==> src/rtl/port_arbiter.sv <==
//==============================================================================
// Module      : port_arbiter
// Description : Round-robin arbiter + 4-beat byte serializer for one outbound
//               router link. Define PORT_ARB_FIXED_PRI_EN for fixed priority.
// Revision    : 1.0 - initial release
//==============================================================================
`default_nettype none

module port_arbiter #(
   parameter int NUM_REQ = 4
) (
   input  logic                   clock,
   input  logic                   reset_n,
   input  logic [NUM_REQ-1:0]     req,
   input  logic [32*NUM_REQ-1:0]  pkt_in,
   output logic [NUM_REQ-1:0]     grant,
   input  logic                   free_outbound,
   output logic                   put_outbound,
   output logic [7:0]             payload_outbound,
   output logic                   busy
);

   localparam int c_PTR_W = $clog2(NUM_REQ);

   localparam logic [0:0] c_ST_IDLE = 1'b0;
   localparam logic [0:0] c_ST_SEND = 1'b1;

   logic [0:0]          r_state;
   logic [1:0]          r_beat;
   logic [31:0]         r_hold;
   logic [NUM_REQ-1:0]  r_grant;

   logic                w_found;
   logic [c_PTR_W-1:0]  w_win;
   logic [31:0]         w_pkt;
   logic [NUM_REQ-1:0]  w_grant;
   logic                w_start;

`ifdef PORT_ARB_FIXED_PRI_EN
   // Lowest-index requester always wins; no rotation state is kept.
   always_comb begin
      w_found = 1'b0;
      w_win   = '0;
      for (int k = NUM_REQ - 1; k >= 0; k--) begin
         if (req[k]) begin
            w_found = 1'b1;
            w_win   = c_PTR_W'(k);
         end
      end
   end
`else
   localparam logic [c_PTR_W:0]   c_NUM  = (c_PTR_W + 1)'(NUM_REQ);
   localparam logic [c_PTR_W-1:0] c_LAST = c_PTR_W'(NUM_REQ - 1);

   logic [c_PTR_W-1:0]    r_ptr;
   logic [2*NUM_REQ-1:0]  w_dbl;
   logic [NUM_REQ-1:0]    w_rot;
   logic [c_PTR_W-1:0]    w_off;
   logic [c_PTR_W:0]      w_sum;
   logic [c_PTR_W:0]      w_wrap;
   logic [c_PTR_W-1:0]    w_ptr_nxt;

   // Rotate req so that bit 0 is the requester at ptr, then find the first set bit.
   always_comb begin
      w_dbl   = {req, req} >> r_ptr;
      w_rot   = w_dbl[NUM_REQ-1:0];
      w_found = 1'b0;
      w_off   = '0;
      for (int k = NUM_REQ - 1; k >= 0; k--) begin
         if (w_rot[k]) begin
            w_found = 1'b1;
            w_off   = c_PTR_W'(k);
         end
      end
      w_sum     = {1'b0, r_ptr} + {1'b0, w_off};
      w_wrap    = (w_sum >= c_NUM) ? (w_sum - c_NUM) : w_sum;
      w_win     = w_wrap[c_PTR_W-1:0];
      w_ptr_nxt = (w_win == c_LAST) ? '0 : (w_win + 1'b1);
   end

   always_ff @(posedge clock or negedge reset_n) begin
      if (!reset_n) begin
         r_ptr <= '0;
      end else if (w_start) begin
         r_ptr <= w_ptr_nxt;
      end
   end
`endif

   // Winner packet and one-hot grant from the selected index.
   always_comb begin
      w_pkt   = '0;
      w_grant = '0;
      for (int k = 0; k < NUM_REQ; k++) begin
         if (w_win == c_PTR_W'(k)) begin
            w_pkt      = pkt_in[32*k +: 32];
            w_grant[k] = 1'b1;
         end
      end
   end

   assign w_start = (r_state == c_ST_IDLE) && free_outbound && w_found;

   always_ff @(posedge clock or negedge reset_n) begin
      if (!reset_n) begin
         r_state <= c_ST_IDLE;
         r_beat  <= 2'd0;
         r_hold  <= '0;
         r_grant <= '0;
      end else begin
         r_grant <= '0;
         case (r_state)
            c_ST_IDLE: begin
               if (w_start) begin
                  r_state <= c_ST_SEND;
                  r_beat  <= 2'd0;
                  r_hold  <= w_pkt;
                  r_grant <= w_grant;
               end
            end
            c_ST_SEND: begin
               r_beat <= r_beat + 2'd1;
               if (r_beat == 2'd3) begin
                  r_state <= c_ST_IDLE;
               end
            end
            default: begin
               r_state <= c_ST_IDLE;
            end
         endcase
      end
   end

   always_comb begin
      payload_outbound = 8'h00;
      if (r_state == c_ST_SEND) begin
         case (r_beat)
            2'd0:    payload_outbound = r_hold[31:24];
            2'd1:    payload_outbound = r_hold[23:16];
            2'd2:    payload_outbound = r_hold[15:8];
            default: payload_outbound = r_hold[7:0];
         endcase
      end
   end

   assign put_outbound = (r_state == c_ST_SEND);
   assign busy         = (r_state == c_ST_SEND);
   assign grant        = r_grant;

endmodule

`default_nettype wire
==> config.mk <==
export PLATFORM = sky130hd
export DESIGN_NAME = port_arbiter
export DESIGN_NICKNAME = d
export VERILOG_FILES = /design/src/rtl/port_arbiter.sv
export SDC_FILE = /design/constraint.sdc
export NUM_CORES = 1
export LEC_CHECK = 0
export ABC_AREA = 1
export CORE_MARGIN = 1
export CORE_UTILIZATION = 38
export CTS_BUF_LIST = sky130_fd_sc_hd__clkbuf_4
export CTS_CLUSTER_SIZE = 8
export DETAILED_ROUTE_END_ITERATION = 10
export PLACE_DENSITY = 0.79
export SYNTH_ARGS = -nofsm -noshare
export SYNTH_HDL_FRONTEND = slang
export SYNTH_SLANG_ARGS = --single-unit
export TNS_END_PERCENT = 100
==> constraint.sdc <==
create_clock -name clock -period 2.9 [get_ports clock]
set_clock_uncertainty 0.2 [all_clocks]
set_input_delay 0.58 -clock clock [delete_from_list [all_inputs] [get_ports clock]]
set_output_delay 0.58 -clock clock [all_outputs]
set_load 0.1 [all_outputs]
==> Word level (Yosys, flattened, before mapping) <==
Index checks and enable logic that the tools add are counted.
W data, S select, Z words.
{ "word_totals": {"reg_bits": 41, "romBits": 0, "out_inout_bits": 14, "latch_bits": 0, "input_bits": 135, "n_memories": 0, "ramBits": 0, "word_cells": 51} }
{ "op_classes": {"addsub": 4, "eq_ne": 7, "n_mul": 0, "shift": 1, "n_reduce_logical": 5, "n_mux": 27, "order_cmp": 1, "bitwise": 1, "n_div": 0} }
{ "ops": {"columns": ["cell", "count"], "rows": [
  ["$mux W32", 4],
  ["$pmux W8 S3", 1],
  ["$mux W2", 7],
  ["$mux W1", 10],
  ["$eq A2 B2 Y1 const B", 4],
  ["$mux W4", 2],
  ["$mux W8", 1],
  ["$shr A8 B2 Y4", 1],
  ["$add A2 B1 Y2 const B", 2],
  ["$eq A2 B1 Y1 const B", 2],
  ["$logic_not A2 Y1", 2],
  ["$pmux W2 S2", 1],
  ["$add A2 B2 Y3", 1],
  ["$ge A3 B3 Y1 const B", 1],
  ["$logic_and A1 B1 Y1", 2],
  ["$ne A2 B2 Y1 const B", 1],
  ["$pmux W1 S2", 1],
  ["$reduce_and A2 Y1", 1],
  ["$sub A2 B1 Y2 const B", 1],
  ["$not A1 Y1", 1]
]} }

==> Logic depth before layout (Yosys ltp) <==
Gate-level depths: netlist of run 1.
{ "logic_depth": {"depth_word": 13, "mapped_depth": 20, "ltp_nobuf": 19} }

==> Least setup slack after synthesis of run 1 <==
Ideal clock, no wire load.
{ "synth_path": {"kind": "register to output", "from": "register r_state (netlist: busy)", "to": "output port payload_outbound[0]", "n_path_buf": 1, "arrival_ps": 2893, "path_stages_with_launch": 4, "slack_ps": -773, "t_required_ps": 2120, "cell_sequence": "dfrtp_1 > clkbuf_1 > o21ai_0 > a31oi_1"} }
{ "synth_between": {"elab_chain_cells": 1} }
{ "synth_rtl": {"columns": ["element", "line", "source"], "rows": [
  ["from (decl)", "28", "logic [0:0] r_state;"],
  ["from (signal assigned)", "106", "r_state <= c_ST_IDLE;"],
  ["from (signal assigned)", "115", "r_state <= c_ST_SEND;"],
  ["from (signal assigned)", "124", "r_state <= c_ST_IDLE;"],
  ["$mux W8", "136", "if (r_state == c_ST_SEND) begin"],
  ["to (decl)", "19", "output logic [7:0] payload_outbound,"]
]} }
Every way passes these cells.

==> Final worst setup path of run 1 <==
{ "layout_path": {"from": "register r_ptr[0]", "to": "register r_hold[6]"} }
{ "layout_between": {"elab_chain_cells": 13, "elab_cells_between_ends": 23, "classes_between": "2 x add/sub; 1 x order compare; 3 x eq/ne; 1 x shift; 13 x mux; 3 x reduce/logical"} }
{ "layout_rtl": {"columns": ["element", "line", "source"], "rows": [
  ["from (decl)", "55", "logic [c_PTR_W-1:0] r_ptr;"],
  ["from (signal assigned)", "85", "r_ptr <= w_ptr_nxt;"],
  ["$shr A8 B2 Y4", "65", "w_dbl = {req, req} >> r_ptr;"],
  ["$mux W2 (4 in a row)", "70", "if (w_rot[k]) begin"],
  ["$add A2 B2 Y3", "75", "w_sum = {1'b0, r_ptr} + {1'b0, w_off};"],
  ["$ge A3 B3 Y1 / $sub A2 B1 Y2 (equally long branches)", "76", "w_wrap = (w_sum >= c_NUM) ? (w_sum - c_NUM) : w_sum;"],
  ["$mux W2", "76", null],
  ["$logic_not A2 Y1", "95", "if (w_win == c_PTR_W'(k)) begin"],
  ["$mux W32 (4 in a row)", "95", null],
  ["to (signal assigned)", "117", "r_hold <= w_pkt;"],
  ["to (decl)", "30", "logic [31:0] r_hold;"]
]} }
Several ways; a longest one is shown, not always the timed one.
A chain may end at the register's enable or synchronous reset.

==> results of run 1 <==
## per-stage QoR
step	hold WS [ns]	std cells	setup slack [ns]
after floorplan	0.0844	479	-0.00341
after global placement	0.258	721	-0.670
after detailed placement	0.268	721	-0.782
after CTS	0.163	741	-0.185
after global routing	0.192	743	-0.356
final	0.132	743	-0.217
## area by class of cell
class	count	area (µm²)
Sequential cell	41	1030
Clock buffer	6	45.0
Inverter	14	60.1
Tap cell	102	128
Clock inverter	2	10.0
Multi-Input combinational cell	386	2280
Fill cell	568	2120
Timing Repair Buffer	192	2090
## kinds of logic after synthesis
group | count (synthesis) | share of synthesized area
AO/OA/AOI/OAI | 124 | 0.211
buffers and inverters | 52 | 0.0781
flip-flops | 41 | 0.335
adder cells (fa/ha/maj) | 10 | 0.0409
XOR/XNOR | 2 | 0.00573
AND/OR/NAND/NOR | 250 | 0.329
## per-layer routing
metal | GRT usage | up-vias
li1 | - | 1903
met1 | 0.376 | 1964
met2 | 0.493 | 221
met3 | 0.0531 | 21
met4 | 0.0872 | 0
met5 | 0 | -
## repair_timing
action,in CTS,in global routing
buffers inserted,8,4
resized for setup,107,50
pin swaps,31,40
setup endpoints to repair,33,38
gates cloned,4,4
## state kept, by name, indices dropped and copies added (netlist names)
register,count
r_ptr,2
r_hold,32
grant,4
r_beat,2
busy,1
## layout by cell type (no fill, tap or decap), types with 3 or more instances in the layout
| cell type | synthesis | layout |
|---|---|---|
| ha_4 | 0 | 4 |
| inv_1 | 13 | 8 |
| ha_1 | 10 | 4 |
| o21ai_1 | 24 | 46 |
| o21ai_2 | 0 | 18 |
| a21oi_1 | 40 | 28 |
| nor2_1 | 5 | 4 |
| dlygate4sd2_1 | 0 | 4 |
| inv_2 | 1 | 4 |
| dfrtp_1 | 41 | 40 |
| buf_16 | 0 | 3 |
| a21oi_2 | 0 | 12 |
| buf_12 | 0 | 16 |
| nand2_2 | 2 | 32 |
| o21ai_0 | 50 | 10 |
| nand2_4 | 0 | 8 |
| clkbuf_4 | 0 | 6 |
| clkdlybuf4s50_1 | 0 | 129 |
| clkbuf_16 | 0 | 3 |
| buf_4 | 1 | 33 |
| nand2_1 | 197 | 159 |
| a31oi_4 | 0 | 8 |
| nand3_1 | 44 | 37 |
| nand3_2 | 1 | 8 |
## path summary, 6_finish.rpt
check | startpoint | endpoint | cells after the start
worst min-delay path | reset_n | r_hold[3]$_DFFE_PN0P_ | 1
worst max register to register | r_ptr[0]$_DFFE_PN0N_ | r_hold[6]$_DFFE_PN0P_ | 18
worst max-delay path | r_ptr[0]$_DFFE_PN0N_ | r_hold[6]$_DFFE_PN0P_ | 18
worst min register to register | r_hold[27]$_DFFE_PN0P_ | r_hold[27]$_DFFE_PN0P_ | 2
max in group asynchronous | reset_n | r_ptr[0]$_DFFE_PN0N_ | 1
min in group clock | r_hold[27]$_DFFE_PN0P_ | r_hold[27]$_DFFE_PN0P_ | 2
==> key figures, run 1 <==
Yosys
  • Synth async-reset ratio: 1.00
  • Synth Instances: 479
  • Mapped Avg Cell Area: between 6 and 7 µm²
  • Area share of the leading cell type in the synthesized netlist: 0.335
  • Post-synth EDFFs: 0
  • Synth Flop Type: dfrtp_1
  • Synth area leader: dfrtp_1
  • Seq/Total Area, Yosys: 0.335
  • Top cells by area, synth: dfrtp_1 (34%), nand2_1 (24%), o21ai_0 (8.2%)
  • Syn. warnings: 0
  • Yosys cell types: 23
  • Count leader, synth: nand2_1
  • Synth Register Bits: 41
  • Commonest cells post-synth: nand2_1 (197), o21ai_0 (50), nand3_1 (44)
  • Post-Syn Area: 3060 µm²
  • Mapped Nets: roughly 620

Layout
  • Layout cells sized above 1: 0.268
  • Non-Filler Cell Area, Final: approximately 5600 µm²
  • Area growth syn-to-layout: 84.5%
  • Nets: roughly 800
  • Diodes inserted: 0
  • Final core utilization: 0.726

Clock tree
  • Clock sinks: 41
  • Clock buffer depth: 2
  • CTS Buf Count: 5
  • Cts hold-fix bufs: 0
  • CTS H-tree depth: 2
  • Clk slew on worst S/H paths: roughly 0.12 ns
  • Worst skew pair latency: 0.36 ns
  • Clock root buffer: clkbuf_4
  • TritonCTS clock tree: yes

GRT
  • First-pass GRT wire length: around 19000 µm
  • Largest net degree at the start of global routing: 66
  • Vias in the first global route: between 3k and 4k
  • GRT Total Usage: 0.290
  • Initial antenna violation count: 0
  • Grt ovf: 0

Floorplan
  • Overall die width: around 92 µm
  • FP Rows: 32
  • Die height: a little over 90 µm
  • Die area: 8410 µm²
  • I/O pins: 149
  • Core area: between 7000 and 8000 µm²
  • Initial Utilization: 0.394

Placed design
  • GP Congestion: 0.933
  • DP Wirelength: 8410 µm
  • DP Area: 4960 µm²
  • IO Port Bufs: about 150

Critical path
  • CP max FO: 33
  • Worst Path Arrival: ~3.2 ns
  • Buf+Inv Stages, Crit Path: 4
  • CP Data Required Time: 2.95 ns
  • R2R Setup Slk: -0.22 ns
  • Critical path's slowest cell: dfrtp_2
  • CP peak stage delay: 0.50 ns
  • Crit-path leading delay family: compound AO/OA/AOI/OAI gates
  • Worst-path cell chain: inv_4 -> nand2_2 -> nand3_1 -> nand2_2 -> a21boi_2 -> ha_2 -> xnor2_2 -> xor2_2 -> inv_2 -> ha_4 -> buf_4 -> buf_12 -> a21oi_1 -> nand2_2 -> o21ai_1 -> o21ai_1 -> nand3_1 -> nand2_1
  • CP Capture Type: flop
  • Setup CP Type: flop to flop
  • Worst setup SP type: flop
  • CP dominant cell by count: nand2_2

STA
  • Setup ws final: -0.217 ns
  • Setup tns final: -4.62 ns
  • Tightest Pin Transition: 0.899 ns
  • RSZ-0062 raised after global routing: true
  • Fmax: 0.321 GHz
  • Final hold vios: 0
  • Relative slew margins: 0.400
  • Final setup fails: 32
  • Fin crit period: 3.12 ns
  • Final period utilization: 1.07
  • Final Max Slew Viols: 0

Detailed routing
  • DR iter-0 viols: 341
  • WL met3: 1030 µm
  • DR vias/cell: 5.53
  • Total wire length: 13100 µm
  • WL met2: 6730 µm
  • Metal1 wirelength: 5150 µm
  • Avg WL per Cell: 17.7 µm
  • Number of iterations in the first detailed-routing pass: 5
  • DRC Markers: 0
  • Antenna-violating nets left: 0
  • Uppermost routed layer: met4
  • Via count: 4109

Job
  • Max-Cap Viols: 0

Run status
  • Status: complete, but fails checks
  • Failing checks: negative setup slack

Hold path
  • Worst Hold Class: input port to asynchronous set/reset pin
Power of run 1 is left out: the tool's default activity adds up to more than one toggle a clock period on the data nets, which glitch-free logic cannot reach.
==> inputs of run 2 (changes only) <==
--- a/config.mk
+++ b/config.mk
@@ -7,11 +7,12 @@
 export LEC_CHECK = 0
 export ABC_AREA = 1
 export CORE_MARGIN = 1
-export CORE_UTILIZATION = 38
+export CORE_UTILIZATION = 42
 export CTS_BUF_LIST = sky130_fd_sc_hd__clkbuf_4
 export CTS_CLUSTER_SIZE = 8
 export DETAILED_ROUTE_END_ITERATION = 10
-export PLACE_DENSITY = 0.79
+export GPL_TIMING_DRIVEN = 0
+export PLACE_DENSITY = 0.83
 export SYNTH_ARGS = -nofsm -noshare
 export SYNTH_HDL_FRONTEND = slang
 export SYNTH_SLANG_ARGS = --single-unit
==> constraint.sdc (replaced) <==
create_clock -name clock -period 3 [get_ports clock]
set_clock_uncertainty 0.2 [all_clocks]
set_input_delay 0.6 -clock clock [delete_from_list [all_inputs] [get_ports clock]]
set_output_delay 0.6 -clock clock [all_outputs]
set_load 0.1 [all_outputs]
==> run 2 against run 1 <==
Effect of this change:
- clock-buffer cell count is the same
- routed wire length fell by 13%
- highest routed layer unchanged
- critical path type unchanged
- the run still ends with negative setup slack left
- maximum frequency up 1.3%
- global-route usage increased by 1.7 points
- register-to-register slack improved by 0.14 ns
- critical path depth up 1
- setup slack better by 0.14 ns
- cell count down 0.40%
- die area decreased by 9.3%
- sequential share of layout area is 2.0 points higher
- cell area down 9.7%
==> key figures, run 2 (synthesized netlist as in run 1, its figures left out) <==
Run status
  • Status: complete, but fails checks (unchanged)
  • Failing checks: negative setup slack (unchanged)

Clock tree
  • Clock buffer depth: 2 (unchanged)
  • Worst skew pair latency: 0.35 ns (was 0.36 ns)
  • Clock root buffer: clkbuf_4 (unchanged)
  • Cts hold-fix bufs: 0 (unchanged)
  • Clock sinks: 41 (unchanged)
  • CTS H-tree depth: 2 (unchanged)
  • TritonCTS clock tree: yes (unchanged)
  • CTS Buf Count: 5 (unchanged)
  • Clk slew on worst S/H paths: 0.12 ns (about the same)

STA
  • Final Max Slew Viols: 0 (unchanged)
  • Final setup fails: 21 (was 32)
  • RSZ-0062 raised after global routing: true (unchanged)
  • Final hold vios: 0 (unchanged)
  • Tightest Pin Transition: 0.978 ns (was 0.899 ns)
  • Final period utilization: 1.03 (was 1.07)
  • Setup ws final: -0.0784 ns (was -0.217 ns)
  • Fin crit period: 3.08 ns (was 3.12 ns)
  • Fmax: 0.325 GHz (was 0.321 GHz)
  • Relative slew margins: 0.346 (was 0.400)

Detailed routing
  • Antenna-violating nets left: 0 (unchanged)
  • DR vias/cell: 5.24 (was 5.53)
  • Total wire length: 11500 µm (was 13100 µm)
  • Via count: 3874 (was 4109)
  • DR iter-0 viols: 311 (was 341)
  • Number of iterations in the first detailed-routing pass: 5 (unchanged)
  • DRC Markers: 0 (unchanged)
  • Avg WL per Cell: 15.5 µm (was 17.7 µm)

Hold path
  • Worst Hold Class: input port to asynchronous set/reset pin (unchanged)

GRT
  • Initial antenna violation count: 0 (unchanged)
  • GRT Total Usage: 0.307 (was 0.290)
  • Grt ovf: 0 (unchanged)
  • Largest net degree at the start of global routing: 42 (was 66)
  • Vias in the first global route: 3642 (was 3891)
  • First-pass GRT wire length: 17900 µm (was 19100 µm)

Critical path
  • Setup CP Type: flop to flop (unchanged)
  • Buf+Inv Stages, Crit Path: 4 (unchanged)
  • CP Capture Type: flop (unchanged)
  • Worst Path Arrival: 3.18 ns (was 3.17 ns)
  • Critical path's slowest cell: dfrtp_2 (unchanged)
  • CP Data Required Time: 3.10 ns (was 2.95 ns)
  • Worst setup SP type: flop (unchanged)
  • Worst-path cell chain: inv_4 -> nand2_2 -> nand3_2 -> nand3_1 -> a21boi_2 -> ha_2 -> xnor2_2 -> xor2_2 -> inv_4 -> ha_4 -> nor2_4 -> buf_6 -> buf_6 -> nand2_1 -> nand2_2 -> o21ai_1 -> o21ai_1 -> nand3_1 -> nand2_1 (was inv_4 -> nand2_2 -> nand3_1 -> nand2_2 -> a21boi_2 -> ha_2 -> xnor2_2 -> xor2_2 -> inv_2 -> ha_4 -> buf_4 -> buf_12 -> a21oi_1 -> nand2_2 -> o21ai_1 -> o21ai_1 -> nand3_1 -> nand2_1)
  • Crit-path leading delay family: simple AND/OR/NAND/NOR gates (was compound AO/OA/AOI/OAI gates)
  • CP max FO: 6 (was 33)
  • CP peak stage delay: 0.49 ns (was 0.50 ns)

Floorplan
  • Initial Utilization: 0.443 (was 0.394)
  • I/O pins: 149 (unchanged)
  • Core area: 6910 µm² (was 7770 µm²)
  • Die area: 7630 µm² (was 8410 µm²)
  • Die height: 87.3 µm (was 91.7 µm)
  • Overall die width: 87.3 µm (was 91.7 µm)
  • FP Rows: 30 (was 32)

Layout
  • Max reg flops: 32 (unchanged)
  • Layout cells sized above 1: 0.163 (was 0.268)
  • Sequential cell area: 1030 µm² (about the same)
  • Multi-input logic area: 2040 µm² (was 2280 µm²)
  • Area growth syn-to-layout: 66.5% (was 84.5%)
  • Reg with most FFs: r_hold (unchanged)
  • # fillers: 558 (was 568)
  • Most common cell after layout, fill and taps aside: nand2_1 (unchanged)
  • Nets: 787 (was 785)
  • Layout Cells excl Fill: 740 (was 743)
  • Final core utilization: 0.738 (was 0.726)
  • Most frequent cells in the layout: nand2_1 (183), clkdlybuf4s50_1 (135), o21ai_1 (60) (was nand2_1 (159), clkdlybuf4s50_1 (129), o21ai_1 (46))

Placed design
  • IO Port Bufs: 148 (unchanged)
  • GP Congestion: 0.877 (was 0.933)
  • Placed insts: 723 (was 721)
  • DP Wirelength: 8960 µm (was 8410 µm)

Job
  • Max-Cap Viols: 0 (unchanged)
[run 2: timing repair]
action,4_1_cts,5_1_grt
setup endpoints to repair,44,40
resized for setup,123,39
hold endpoints to repair,0,0
cloned,3,0
pin swaps,14,14
setup buffers,11,1
[run 2: final timing paths]
kind	from	to	slack (ns)	depth (start not counted)
max	r_ptr[0]$_DFFE_PN0N_	r_hold[17]$_DFFE_PN0P_	-0.08	19
min	reset_n	r_hold[3]$_DFFE_PN0P_	0.15	1
max reg2reg	r_ptr[0]$_DFFE_PN0N_	r_hold[17]$_DFFE_PN0P_	-0.08	19
min reg2reg	r_hold[9]$_DFFE_PN0P_	r_hold[9]$_DFFE_PN0P_	0.29	2
max in group asynchronous	reset_n	r_ptr[1]$_DFFE_PN0N_	1.84	1
min in group clock	r_hold[9]$_DFFE_PN0P_	r_hold[9]$_DFFE_PN0P_	0.29	2
[run 2: routing by layer]
layer,up-vias,track usage,wire (µm),part of all wire
li1,1904,-,-,-
met2,178,0.526,5640,0.49
met5,-,0,0,0
met4,0,0.0999,283,0.025
met3,20,0.0758,860,0.075
met1,1772,0.379,4710,0.41
[run 2: area by class of cell]
class | instances | area share
antenna | 1 | 0.000491
buffer | 32 | 0.0400
clock buffer | 6 | 0.00884
clock inverter | 2 | 0.00196
inverter | 14 | 0.0113
multi-input combinational | 386 | 0.401
sequential | 41 | 0.202
tap | 96 | 0.0236
timing repair buffer | 162 | 0.311
[run 2: per-stage QoR]
step | cell area, µm² | setup WS (ns) | hold slack, ns | setup TNS, ns
floorplan | 3190 | 0.0182 | 0.104 | 0
global placement | 4790 | -0.997 | 0.265 | -30.26
detailed placement | 4790 | -1.10 | 0.267 | -34.31
CTS | 5060 | -0.00474 | 0.176 | -0.00474
global route | 5090 | -0.240 | 0.223 | -5.78
finish | 5090 | -0.0784 | 0.152 | -0.647
[run 2: worst reg2reg max path, cell delays in order (launching register included)]
cell and delay (ns):
dfrtp_2 0.49, inv_4 0.12, nand2_2 0.07, nand3_2 0.10, nand3_1 0.10, a21boi_2 0.13, ha_2 0.19, xnor2_2 0.12
xor2_2 0.29, inv_4 0.07, ha_4 0.20, nor2_4 0.13, buf_6 0.13, buf_6 0.11, nand2_1 0.07, nand2_2 0.06
o21ai_1 0.06, o21ai_1 0.15, nand3_1 0.14, nand2_1 0.10
Power of run 2 is left out for the same reason.
